`config.mk`:
```
export PLATFORM = sky130hd
export DESIGN_NAME = uart_rx_ext
export DESIGN_NICKNAME = d
export VERILOG_FILES = /design/src/rtl/uart_pkg.sv /design/src/rtl/sync_fifo.sv /design/src/rtl/uart_rx_ext.sv
export SDC_FILE = /design/constraint.sdc
export NUM_CORES = 1
export LEC_CHECK = 0
export ABC_AREA = 1
export BUFFER_PORTS_ARGS = -buffer_cell sky130_fd_sc_hd__buf_2
export CELL_PAD_IN_SITES_DETAIL_PLACEMENT = 1
export CELL_PAD_IN_SITES_GLOBAL_PLACEMENT = 2
export CORE_MARGIN = 2
export CORE_UTILIZATION = 33
export CTS_CLUSTER_DIAMETER = 100
export DETAILED_ROUTE_END_ITERATION = 10
export GPL_TIMING_DRIVEN = 1
export HOLD_SLACK_MARGIN = 0.03
export PLACE_DENSITY_LB_ADDON = 0.1
export SYNTH_ARGS = -nofsm -noshare
export SYNTH_HDL_FRONTEND = slang
export SYNTH_HIERARCHICAL = 1
export SYNTH_SLANG_ARGS = --single-unit
```
`constraint.sdc`:
```
create_clock -name clk -period 2.9 [get_ports clk]
set_input_delay 0.29 -clock clk [delete_from_list [all_inputs] [get_ports clk]]
set_output_delay 0.29 -clock clk [all_outputs]
set_load 0.02 [all_outputs]
```
`src/rtl/uart_pkg.sv`:
```
// rtl/uart_pkg.sv - shared receiver FSM states, parity modes and bit-timing helper
package uart_pkg;

    typedef enum logic [2:0] {
        ST_IDLE,
        ST_START,
        ST_DATA,
        ST_PARITY,
        ST_STOP
    } rx_state_e;

    localparam int PAR_NONE = 0;
    localparam int PAR_ODD  = 1;
    localparam int PAR_EVEN = 2;

    function automatic int clks_per_bit(input int clock_freq, input int baud_rate);
        return clock_freq / baud_rate;
    endfunction

endpackage

```
`src/rtl/sync_fifo.sv`:
```
// rtl/sync_fifo.sv - synchronous valid/ready FIFO with extra-MSB wrap pointers
module sync_fifo #(
    parameter int WIDTH = 8,
    parameter int DEPTH = 4
) (
    input  logic             clk,
    input  logic             reset,
    input  logic [WIDTH-1:0] wr_data,
    input  logic             wr_valid,
    output logic             wr_ready,
    output logic [WIDTH-1:0] rd_data,
    output logic             rd_valid,
    input  logic             rd_ready
);
    localparam int AW = $clog2(DEPTH);

    logic [WIDTH-1:0] mem [DEPTH];
    logic [AW:0]      wr_ptr;
    logic [AW:0]      rd_ptr;
    logic             full;
    logic             do_wr;
    logic             do_rd;

    assign full     = (wr_ptr[AW] != rd_ptr[AW]) && (wr_ptr[AW-1:0] == rd_ptr[AW-1:0]);
    assign rd_valid = (wr_ptr != rd_ptr);
    assign rd_data  = mem[rd_ptr[AW-1:0]];
    // A pop in the same cycle frees the slot, so a full FIFO still accepts.
    assign wr_ready = !full || rd_ready;
    assign do_wr    = wr_valid && wr_ready;
    assign do_rd    = rd_valid && rd_ready;

    always_ff @(posedge clk) begin
        if (!reset) begin
            wr_ptr <= '0;
            rd_ptr <= '0;
        end else begin
            if (do_wr) wr_ptr <= wr_ptr + (AW+1)'(1);
            if (do_rd) rd_ptr <= rd_ptr + (AW+1)'(1);
        end
    end

    always_ff @(posedge clk) begin
        if (do_wr) mem[wr_ptr[AW-1:0]] <= wr_data;
    end

endmodule

```
`src/rtl/uart_rx_ext.sv`:
```
// rtl/uart_rx_ext.sv - configurable UART receiver; UART_RX_FIFO_EN selects FIFO buffering
module uart_rx_ext
    import uart_pkg::*;
#(
    parameter int CLOCK_FREQ = 125_000_000,
    parameter int BAUD_RATE  = 115_200,
    parameter int DATA_BITS  = 8,
    parameter int PARITY     = 0,
    parameter int STOP_BITS  = 1,
    parameter int FIFO_DEPTH = 4
) (
    input  logic                 clk,
    input  logic                 reset,
    input  logic                 serial_in,
    output logic [DATA_BITS-1:0] data_out,
    output logic                 data_out_valid,
    input  logic                 data_out_ready,
    output logic                 frame_err,
    output logic                 parity_err,
    output logic                 overrun
);
    localparam int CPB  = clks_per_bit(CLOCK_FREQ, BAUD_RATE);
    localparam int HALF = CPB / 2;
    localparam int CW   = $clog2(CPB) + 1;
    localparam int BW   = $clog2(DATA_BITS + 1);
    localparam logic [CW-1:0] CNT_V0   = CW'(HALF - 1);
    localparam logic [CW-1:0] CNT_V1   = CW'(HALF);
    localparam logic [CW-1:0] CNT_MID  = CW'(HALF + 1);
    localparam logic [CW-1:0] CNT_LAST = CW'(CPB - 1);

    if (CPB < 4) begin : g_err_cpb
        $error("uart_rx_ext: CLKS_PER_BIT must be at least 4");
    end
    if (DATA_BITS < 5 || DATA_BITS > 9 || STOP_BITS < 1 || STOP_BITS > 2) begin : g_err_frame
        $error("uart_rx_ext: unsupported DATA_BITS or STOP_BITS");
    end
    if (FIFO_DEPTH < 2 || (FIFO_DEPTH & (FIFO_DEPTH - 1)) != 0) begin : g_err_depth
        $error("uart_rx_ext: FIFO_DEPTH must be a power of two >= 2");
    end

    logic                 sync1, rx_s, rx_prev;
    rx_state_e            state;
    logic [CW-1:0]        cnt;
    logic [BW-1:0]        idx;
    logic [DATA_BITS-1:0] shreg;
    logic                 v0, v1, vote, decide, wrap;
    logic                 frame_flag, parity_flag, frame_now, push;

    assign vote      = (v0 & v1) | (v0 & rx_s) | (v1 & rx_s);
    assign decide    = (cnt == CNT_MID);
    assign wrap      = (cnt == CNT_LAST);
    assign push      = (state == ST_STOP) && decide && (idx == BW'(STOP_BITS - 1));
    assign frame_now = frame_flag | ~vote;

    always_ff @(posedge clk) begin
        if (!reset) begin
            sync1   <= 1'b1;
            rx_s    <= 1'b1;
            rx_prev <= 1'b1;
        end else begin
            sync1   <= serial_in;
            rx_s    <= sync1;
            rx_prev <= rx_s;
        end
    end

    always_ff @(posedge clk) begin
        if (!reset) begin
            state       <= ST_IDLE;
            cnt         <= '0;
            idx         <= '0;
            shreg       <= '0;
            v0          <= 1'b0;
            v1          <= 1'b0;
            frame_flag  <= 1'b0;
            parity_flag <= 1'b0;
        end else begin
            cnt <= wrap ? '0 : cnt + CW'(1);
            if (cnt == CNT_V0) v0 <= rx_s;
            if (cnt == CNT_V1) v1 <= rx_s;
            case (state)
                ST_IDLE: begin
                    cnt         <= '0;
                    idx         <= '0;
                    frame_flag  <= 1'b0;
                    parity_flag <= 1'b0;
                    if (rx_prev && !rx_s) state <= ST_START;
                end
                ST_START: begin
                    if (decide && vote) begin
                        state <= ST_IDLE;
                        cnt   <= '0;
                    end else if (wrap) begin
                        state <= ST_DATA;
                    end
                end
                ST_DATA: begin
                    if (decide) begin
                        shreg <= {vote, shreg[DATA_BITS-1:1]};
                        idx   <= idx + BW'(1);
                    end
                    if (wrap && idx == BW'(DATA_BITS)) begin
                        idx   <= '0;
                        state <= (PARITY != PAR_NONE) ? ST_PARITY : ST_STOP;
                    end
                end
                ST_PARITY: begin
                    if (decide) parity_flag <= ^shreg ^ vote ^ (PARITY == PAR_ODD);
                    if (wrap) state <= ST_STOP;
                end
                ST_STOP: begin
                    if (decide) begin
                        frame_flag <= frame_now;
                        // Leave mid-stop-bit so a start edge right after the stop bit is caught.
                        if (push) begin
                            state <= ST_IDLE;
                            cnt   <= '0;
                        end else begin
                            idx <= idx + BW'(1);
                        end
                    end
                end
                default: state <= ST_IDLE;
            endcase
        end
    end

`ifdef UART_RX_FIFO_EN
    logic                 wr_ready;
    logic                 head_valid;
    logic [DATA_BITS+1:0] head;

    sync_fifo #(
        .WIDTH(DATA_BITS + 2),
        .DEPTH(FIFO_DEPTH)
    ) u_fifo (
        .clk     (clk),
        .reset   (reset),
        .wr_data ({parity_flag, frame_now, shreg}),
        .wr_valid(push),
        .wr_ready(wr_ready),
        .rd_data (head),
        .rd_valid(head_valid),
        .rd_ready(data_out_ready)
    );

    assign data_out_valid                      = head_valid;
    assign {parity_err, frame_err, data_out}   = head_valid ? head : '0;
    assign overrun                             = push && !wr_ready;
`else
    logic accept;

    assign accept  = push && (!data_out_valid || data_out_ready);
    assign overrun = push && !accept;

    always_ff @(posedge clk) begin
        if (!reset) begin
            data_out_valid <= 1'b0;
            data_out       <= '0;
            frame_err      <= 1'b0;
            parity_err     <= 1'b0;
        end else if (accept) begin
            data_out_valid <= 1'b1;
            data_out       <= shreg;
            frame_err      <= frame_now;
            parity_err     <= parity_flag;
        end else if (data_out_ready) begin
            data_out_valid <= 1'b0;
        end
    end
`endif

endmodule

```
; Word level (Yosys, flattened, before mapping)
; Index checks and enable logic that the tools add are counted.
[word_totals]
ff_bits = 45
latchBits = 0
ramBits = 0
romBits = 0
output_inout_bits = 12
wordCells = 90
mem_count = 0
[classes]
add_sub_neg = 2
multipliers = 0
div_mod_pow = 0
magnitude_cmp = 0
eq_ne = 18
n_shift = 0
mux = 24
bitwise_logic = 8
reduce_logical = 23
[op_table]
columns = op, n
row1 = $mux 12, 4
row2 = $eq 12x10->1 const B, 3
row3 = $pmux 12 s3, 1
row4 = $mux 3, 7
row5 = $mux 4, 4
row6 = $pmux 3 s5, 1
row7 = $ne 2x2->1 const B, 7
row8 = $add 12x1->12 const B, 1
row9 = $eq 12x11->1 const B, 1
row10 = $pmux 4 s3, 1
row11 = $reduce_xor 8->1, 1
row12 = $logic_and 1x1->1, 7
row13 = $eq 3x2->1 const B, 2
row14 = $ne 3x3->1 const B, 2
row15 = $reduce_and 2->1, 3
row16 = $reduce_and 6->1, 1
row17 = $reduce_bool 2->1, 3
row18 = $add 4x1->4 const B, 1
row19 = $eq 4x4->1 const B, 1
row20 = $logic_not 4->1, 1
row21 = $mux 1, 4
row22 = $pmux 1 s2, 2
row23 = $reduce_and 4->1, 1
row24 = $and 1x1->1, 3
row25 = 9 further kinds, 13

; Logic depth before layout (Yosys ltp)
; Gate-level depths: netlist (run 1).
[logic_depth]
word_depth = 7
mapped_depth = 12
mapped_depth_nobuf = 12

; Least setup slack after synthesis (run 1)
; No wires, ideal clock.
[synth_path]
path_kind = reg2out
start = register cnt[0]
end = output overrun
arrival_time_ns = 1.718
t_required_ns = 2.610
setup_slack_ns = 0.892
stages_incl_launch_ff = 9
cell_sequence = dfxtp_1 > ha_1 > inv_1 > nor2_2 > nand3_2 > nor3_4 > buf_6 > inv_2 > nor2_1
[synth_via]
elab_chain_len = 6
[synth_lines]
columns = element, line_no
row1 = start: declaration, uart_rx_ext.sv:43  ; logic [CW-1:0] cnt;
row2 = start signal: assignment, uart_rx_ext.sv:78  ; cnt <= wrap ? '0 : cnt + CW'(1);
row3 = $eq 12x10->1 *, uart_rx_ext.sv:50  ; assign decide = (cnt == CNT_MID);
row4 = $logic_and 1x1->1 * (2 in series), uart_rx_ext.sv:52  ; assign push = (state == ST_STOP) && decide && (idx == BW'(STOP_BITS - 1));
row5 = $logic_and 1x1->1, uart_rx_ext.sv:153  ; assign accept = push && (!data_out_valid || data_out_ready);
row6 = $logic_not 1->1, uart_rx_ext.sv:154  ; assign overrun = push && !accept;
row7 = $logic_and 1x1->1 *, uart_rx_ext.sv:154
row8 = end: declaration, uart_rx_ext.sv:20  ; output logic overrun
; Mark *: on every way between the ends. The rest lies on a longest branch, timed or not.

; Final worst setup path (run 1)
; Ends and elaborated chain as after synthesis.

==> flow_metrics.tcl, run 1 <==
set metrics [dict create \
    synth.distinct_cells 37 \
    hold_buffers 0 \
    via_per_inst 4.54 \
    grt_max_degree 26 \
    syn_nets 326 \
    drt-met1-wl_mm 2.92 \
    cp-start-kind "register" \
    timing_hold_violations_final 0 \
    critical-path-top-delay-family "buffers and inverters" \
    p_sw_w 0.000560 \
    drive_above_1_share 0.180 \
    peakVddDrop_uv 177 \
    seq_area_frac_synth 0.388 \
    gp_congestion 0.756 \
    die_y_um 87.9 \
    setup-violations-final 0 \
    p_int_w 0.000956 \
    synth_top_family_by_area "simple AND/OR/NAND/NOR gates" \
    fin_util 0.378 \
    core-area_um2 6790 \
    drv_slew 0 \
    row_count 30 \
    fin_ws_ps 468 \
    path_buf_inv 4 \
    wl_mm 5.35 \
    synth_compound_area_frac 0.139 \
    fin_nets 343 \
    clk_pin_slew_ps 90 \
    path_class "reg2out" \
    period_share 0.839 \
    postCtsSetupBuffers 0 \
    pwr-share-comb 0.276 \
    yosysWarnings 6 \
    maxCapViolations 0 \
    rsz0062_at_grt "no" \
    yosys.area_share.simple 0.306 \
    final_cell_mix "nand2_1, dfxtp_1, inv_1" \
    grt_pass1_wl_mm 9.11 \
    worstSkewPairLatency_ps 300 \
    final_common_cell "nand2_1" \
    grt.total_usage 0.151 \
    drc 0 \
    post-route-min-period_ps 2430 \
    dpl_cell_area_um2 2480 \
    cp_data_required_time_ps 2610 \
    syn_inst 316 \
    vias 1953 \
    fmaxAchievable_ghz 0.411 \
    design_area_um2 2570 \
    area_delta_synth_final_pct 10.5 \
    worst-slew-pin-transition_ps 589 \
    overflow 0 \
    drtIter0Drc 50 \
    p_total_w 0.00152 \
    ctsResizeCount 0 \
    fin_tns_setup_ps 0 \
    power.share.sequential 0.453 \
    hold_class "in2reg" \
    root_buffer "clkbuf_8" \
    critPathArrivalTime_ps 2140 \
    wl_met2_mm 2.26 \
    synth_xor_area_frac 0.0452 \
    clk_path_buf_depth 2 \
    worstPathCellList "ha_1 -> inv_1 -> nor2_2 -> nand3_2 -> nor3_4 -> buf_4 -> inv_2 -> nor2_1 -> buf_2" \
    outcome "finished clean" \
    post-place-ws_ps 776 \
    crit_fanout 13 \
    die-area_um2 7730 \
    grt_pass1_vias 1915 \
    cp_slowest_stage_delay_ps 450 \
    synth_area_um2 2320 \
    start_util 0.342 \
    die_x_um 87.9 \
    antenna_found_initial 0 \
    critPathCaptureType "primary output" \
    drtAntennaViolNets 0 \
    synthMuxAreaShare 0 \
    cts_buffers 5 \
    synth.avg_cell_area_um2 7.36 \
    port_buffers 15 \
    clockPowerShare 0.271 \
    diodes 0 \
    synth_adder_area_share 0.0323 \
    cts_tree "yes" \
    cp_slowest_cell "dfxtp_1" \
    top_layer_used "met4" \
    cts.htree.levels 2 \
    ys_seq_elements 45 \
    slew_headroom 0.606 \
    clock_skew_ps 5.62 \
    post_drt_wl_per_cell_um 12.4 \
    drtPass1Iterations 4 \
    p_per_area_nw_per_um2 590 \
    hpwlAfterDp_mm 4.09 \
    num_io_pins 16 \
    swShare 0.369 \
    wl_met3_um 108 \
    cellLeakagePower_nw 1.03 \
    clock-sinks 45 \
]
[cell families (layout without fill, tap and decap cells)]
logic type,after synthesis,count (layout)
AOI/OAI and AO/OA,59,59
xor gates and xnor gates,12,12
adders and majority gates,6,6
buffers and inverters,49,67
DFF,45,45
and+or+nand+nor,145,145
[sequential cells by signal, summed over array words and instances, names as in the netlist]
name            count
cnt                12
data_out            8
data_out_valid      1
frame_err           1
frame_flag          1
idx                 4
parity_err          1
parity_flag         1
rx_prev             1
rx_s                1
shreg               8
state               3
sync1               1
v0                  1
v1                  1
[worst paths after layout]
path / startpoint / to / slack (ps) / depth (start not counted)
hold reg to reg: sync1$_SDFF_PN1_ / rx_s$_SDFF_PN1_ / 420 / 1
hold / removal: serial_in / sync1$_SDFF_PN1_ / 170 / 2
setup reg to reg: cnt[0]$_SDFF_PN0_ / cnt[6]$_SDFF_PN0_ / 770 / 8
setup / recovery: cnt[0]$_SDFF_PN0_ / overrun / 470 / 9
[cell type report]
class | count | area (µm²)
well taps | 96 | 120
multi-input cells | 222 | 1210
inverters | 43 | 161
flip-flops and latches | 45 | 901
clock inverters | 3 | 21.3
repair buffers | 16 | 82.6
clock buffers | 5 | 68.8
fillers | 865 | 4220
[power by group through the flow]
stage / registers (W) / logic [W] / clock network [W]
5_1_grt: 0.000695 / 0.000482 / 0.000462
6_report: 0.000687 / 0.000418 / 0.000410
4_1_cts: 0.000688 / 0.000428 / 0.000428
3_3_place_gp: 0.000701 / 0.000426 / 0
2_1_floorplan: 0.000693 / 0.000368 / 0
3_5_place_dp: 0.000702 / 0.000426 / 0
[synth_stat cells]
cell	instances	area [µm²]
nor2_4	3	33.8
a21boi_0	1	7.51
o21ai_1	3	15.0
inv_1	38	143
a31oi_1	1	6.26
nor3b_1	1	7.51
a211oi_1	2	15.0
buf_6	1	11.3
o21ai_0	19	95.1
nand2_2	4	25.0
xor2_1	9	78.8
nand2_1	56	210
nor2_2	13	81.3
o21ai_4	1	16.3
dfxtp_1	45	901
nand3_1	18	90.1
buf_2	1	5.00
inv_2	4	15.0
nand4_1	1	6.26
nor4_1	1	6.26
buf_12	1	20.0
and2_4	1	8.76
or3_1	1	6.26
clkbuf_1	3	11.3
nor3_1	5	25.0
nand3b_1	1	7.51
nor3_4	2	32.5
or2_2	3	18.8
nor3_2	1	10.0
nor2_1	32	120
ha_1	6	75.1
a21oi_1	30	150
nor4_2	1	12.5
xnor2_1	3	26.3
o21ai_2	2	17.5
clkinv_1	1	3.75
nand3_2	1	10.0
[metal layers]
metal | up-vias | track usage
li1 | 1039 | -
met1 | 893 | 0.224
met2 | 15 | 0.226
met3 | 6 | 0.0283
met4 | 0 | 0.0378
met5 | - | 0
[per-stage QoR]
step,hold slack [ps],cells
final,165,430
after global routing,159,430
after CTS,156,430
after detailed placement,401,422
after global placement,394,422
after floorplan,393,316
Power figures use the tool's default switching activity.
==> run 2: changes to the inputs <==
==> constraint.sdc (replaced) <==
create_clock -name clk -period 2.4 [get_ports clk]
set_input_delay 0.24 -clock clk [delete_from_list [all_inputs] [get_ports clk]]
set_output_delay 0.24 -clock clk [all_outputs]
set_load 0.02 [all_outputs]
==> run 2 against run 1 <==
Count of clock-buffer cells in the layout is 1 higher. Clock skew is 2.9 ps higher. Register-to-register slack worse by 370 ps. Setup slack worse by 310 ps. Utilization is 0.90 points higher. Clock power is 44% higher. Final cell count is 1.2% higher. Highest routed layer unchanged. Design area is 2.4% higher. Combinational power is 25% higher. Non-clock buffer count is 5 higher. Total power is 28% higher.
==> flow_metrics.tcl, run 2 (synthesized netlist as in run 1, its figures left out) <==
set metrics [dict create \
    holdPathStages 2 \
    swShare 0.345 \
    fin_util 0.387 \
    r2r_start "cnt[0]$_SDFF_PN0_" \
    drive_above_1_share 0.192 \
    drc 0 \
    fin_tns_setup_ps 0 \
    regToRegSetupSlack_ps 400 \
    cp_data_required_time_ps 2160 \
    overflow 0 \
    antenna_found_initial 0 \
    cp-start-kind "register" \
    post-place-ws_ps 387 \
    clockPowerShare 0.304 \
    critPathLaunch "cnt[0]$_SDFF_PN0_" \
    rsz0062_at_grt "no" \
    peakVddDrop_uv 315 \
    maxCapViolations 0 \
    diodes 0 \
    outcome "finished clean" \
    r2r-end "idx[0]$_SDFFE_PN0P_" \
    clock_skew_ps 8.57 \
    hold_end "sync1$_SDFF_PN1_" \
    grt_max_degree 25 \
    p_int_w 0.00127 \
    dpl_cell_area_um2 2510 \
    critPathCaptureType "primary output" \
    fin_ws_ps 159 \
    cts_tree "yes" \
    final_common_cell "nand2_1" \
    grt_pass1_vias 1980 \
    worst-slew-pin-transition_ps 539 \
    path_class "reg2out" \
    timing_hold_violations_final 0 \
    pwr-share-comb 0.269 \
    drv_slew 0 \
    p_per_area_nw_per_um2 739 \
    final_cell_mix "nand2_1, dfxtp_1, inv_1" \
    drtAntennaViolNets 0 \
    critPathArrivalTime_ps 2000 \
    clk_pin_slew_ps 90 \
    gp_congestion 0.764 \
    die-area_um2 7730 \
    vias 2003 \
    period_share 0.934 \
    min-delay-start "serial_in" \
    core-area_um2 6790 \
    num_io_pins 16 \
    slew_headroom 0.640 \
    top_register "cnt" \
    fmaxAchievable_ghz 0.446 \
    r2r_cells 11 \
    p_total_w 0.00194 \
    drtIter0Drc 45 \
    clk_path_buf_depth 2 \
    row_count 30 \
    worstSkewPairLatency_ps 310 \
    via_per_inst 4.60 \
    area_delta_synth_final_pct 13.2 \
    p_sw_w 0.000671 \
    largest_reg_flops 12 \
    port_buffers 15 \
    post-route-min-period_ps 2240 \
    grt_pass1_wl_mm 9.40 \
    drtPass1Iterations 4 \
    fin_nets 348 \
    cts_buffers 5 \
    die_x_um 87.9 \
    clock-sinks 45 \
    top_regs "cnt: 12 flops, data_out: 8 flops, shreg: 8 flops" \
    die_y_um 87.9 \
    hpwlAfterDp_mm 4.24 \
    power.share.sequential 0.428 \
    crit_fanout 6 \
    wl_mm 5.59 \
    cellLeakagePower_nw 1.07 \
    cts.htree.levels 2 \
    grt.total_usage 0.157 \
    post_drt_wl_per_cell_um 12.8 \
    design_area_um2 2630 \
    setup-violations-final 0 \
    start_util 0.342 \
    root_buffer "clkbuf_8" \
    hold_class "in2reg" \
]
-- run 2: worst max-delay path: stages (launching register included) --
cell     delay, ps
dfxtp_1        440
ha_2           270
inv_1          100
nor2_2         170
nand3_2        170
nor3_4         260
inv_2           60
nor2_1          70
buf_2          160
-- run 2: power by group through the flow --
stage / combinational (W) / sequential [W] / clock, W
2_1_floorplan: 0.000445 / 0.000837 / 0
3_3_place_gp: 0.000529 / 0.000846 / 0
3_5_place_dp: 0.000530 / 0.000849 / 0
4_1_cts: 0.000535 / 0.000830 / 0.000618
5_1_grt: 0.000599 / 0.000837 / 0.000649
6_report: 0.000522 / 0.000831 / 0.000590
-- run 2: worst max-delay path by stage --
stage | to | depth (start not counted)
floorplan | overrun | 8
global placement | cnt[6]$_SDFF_PN0_ | 9
detailed placement | cnt[6]$_SDFF_PN0_ | 9
CTS | overrun | 8
global route | overrun | 8
finish | overrun | 8
-- run 2: timing repair --
item,CTS,global route
setup endpoints to repair,0,1
hold buffers,0,0
setup buffers,0,1
gates resized for setup,0,1
-- run 2: layout make-up --
cell class | instances | area [µm²]
well taps | 96 | 120
multi-input cells | 222 | 1220
clock inverters | 2 | 38.8
repair buffers | 21 | 120
clock buffers | 6 | 72.6
flip-flops and latches | 45 | 901
fillers | 865 | 4160
inverters | 43 | 161
-- run 2: routing by layer --
| metal | vias to the layer above | share of wire | global-route usage |
|---|---|---|---|
| met5 | - | 0 | 0 |
| met4 | 0 | 0.013 | 0.0503 |
| met3 | 7 | 0.023 | 0.0339 |
| met2 | 15 | 0.44 | 0.236 |
| met1 | 928 | 0.52 | 0.225 |
| li1 | 1053 | - | - |
-- run 2: stage by stage --
step	std cells	hold WS [ps]
2_1_floorplan	316	347
3_3_place_gp	426	396
3_5_place_dp	426	399
4_1_cts	434	99.9
5_1_grt	435	92.3
6_report	435	114
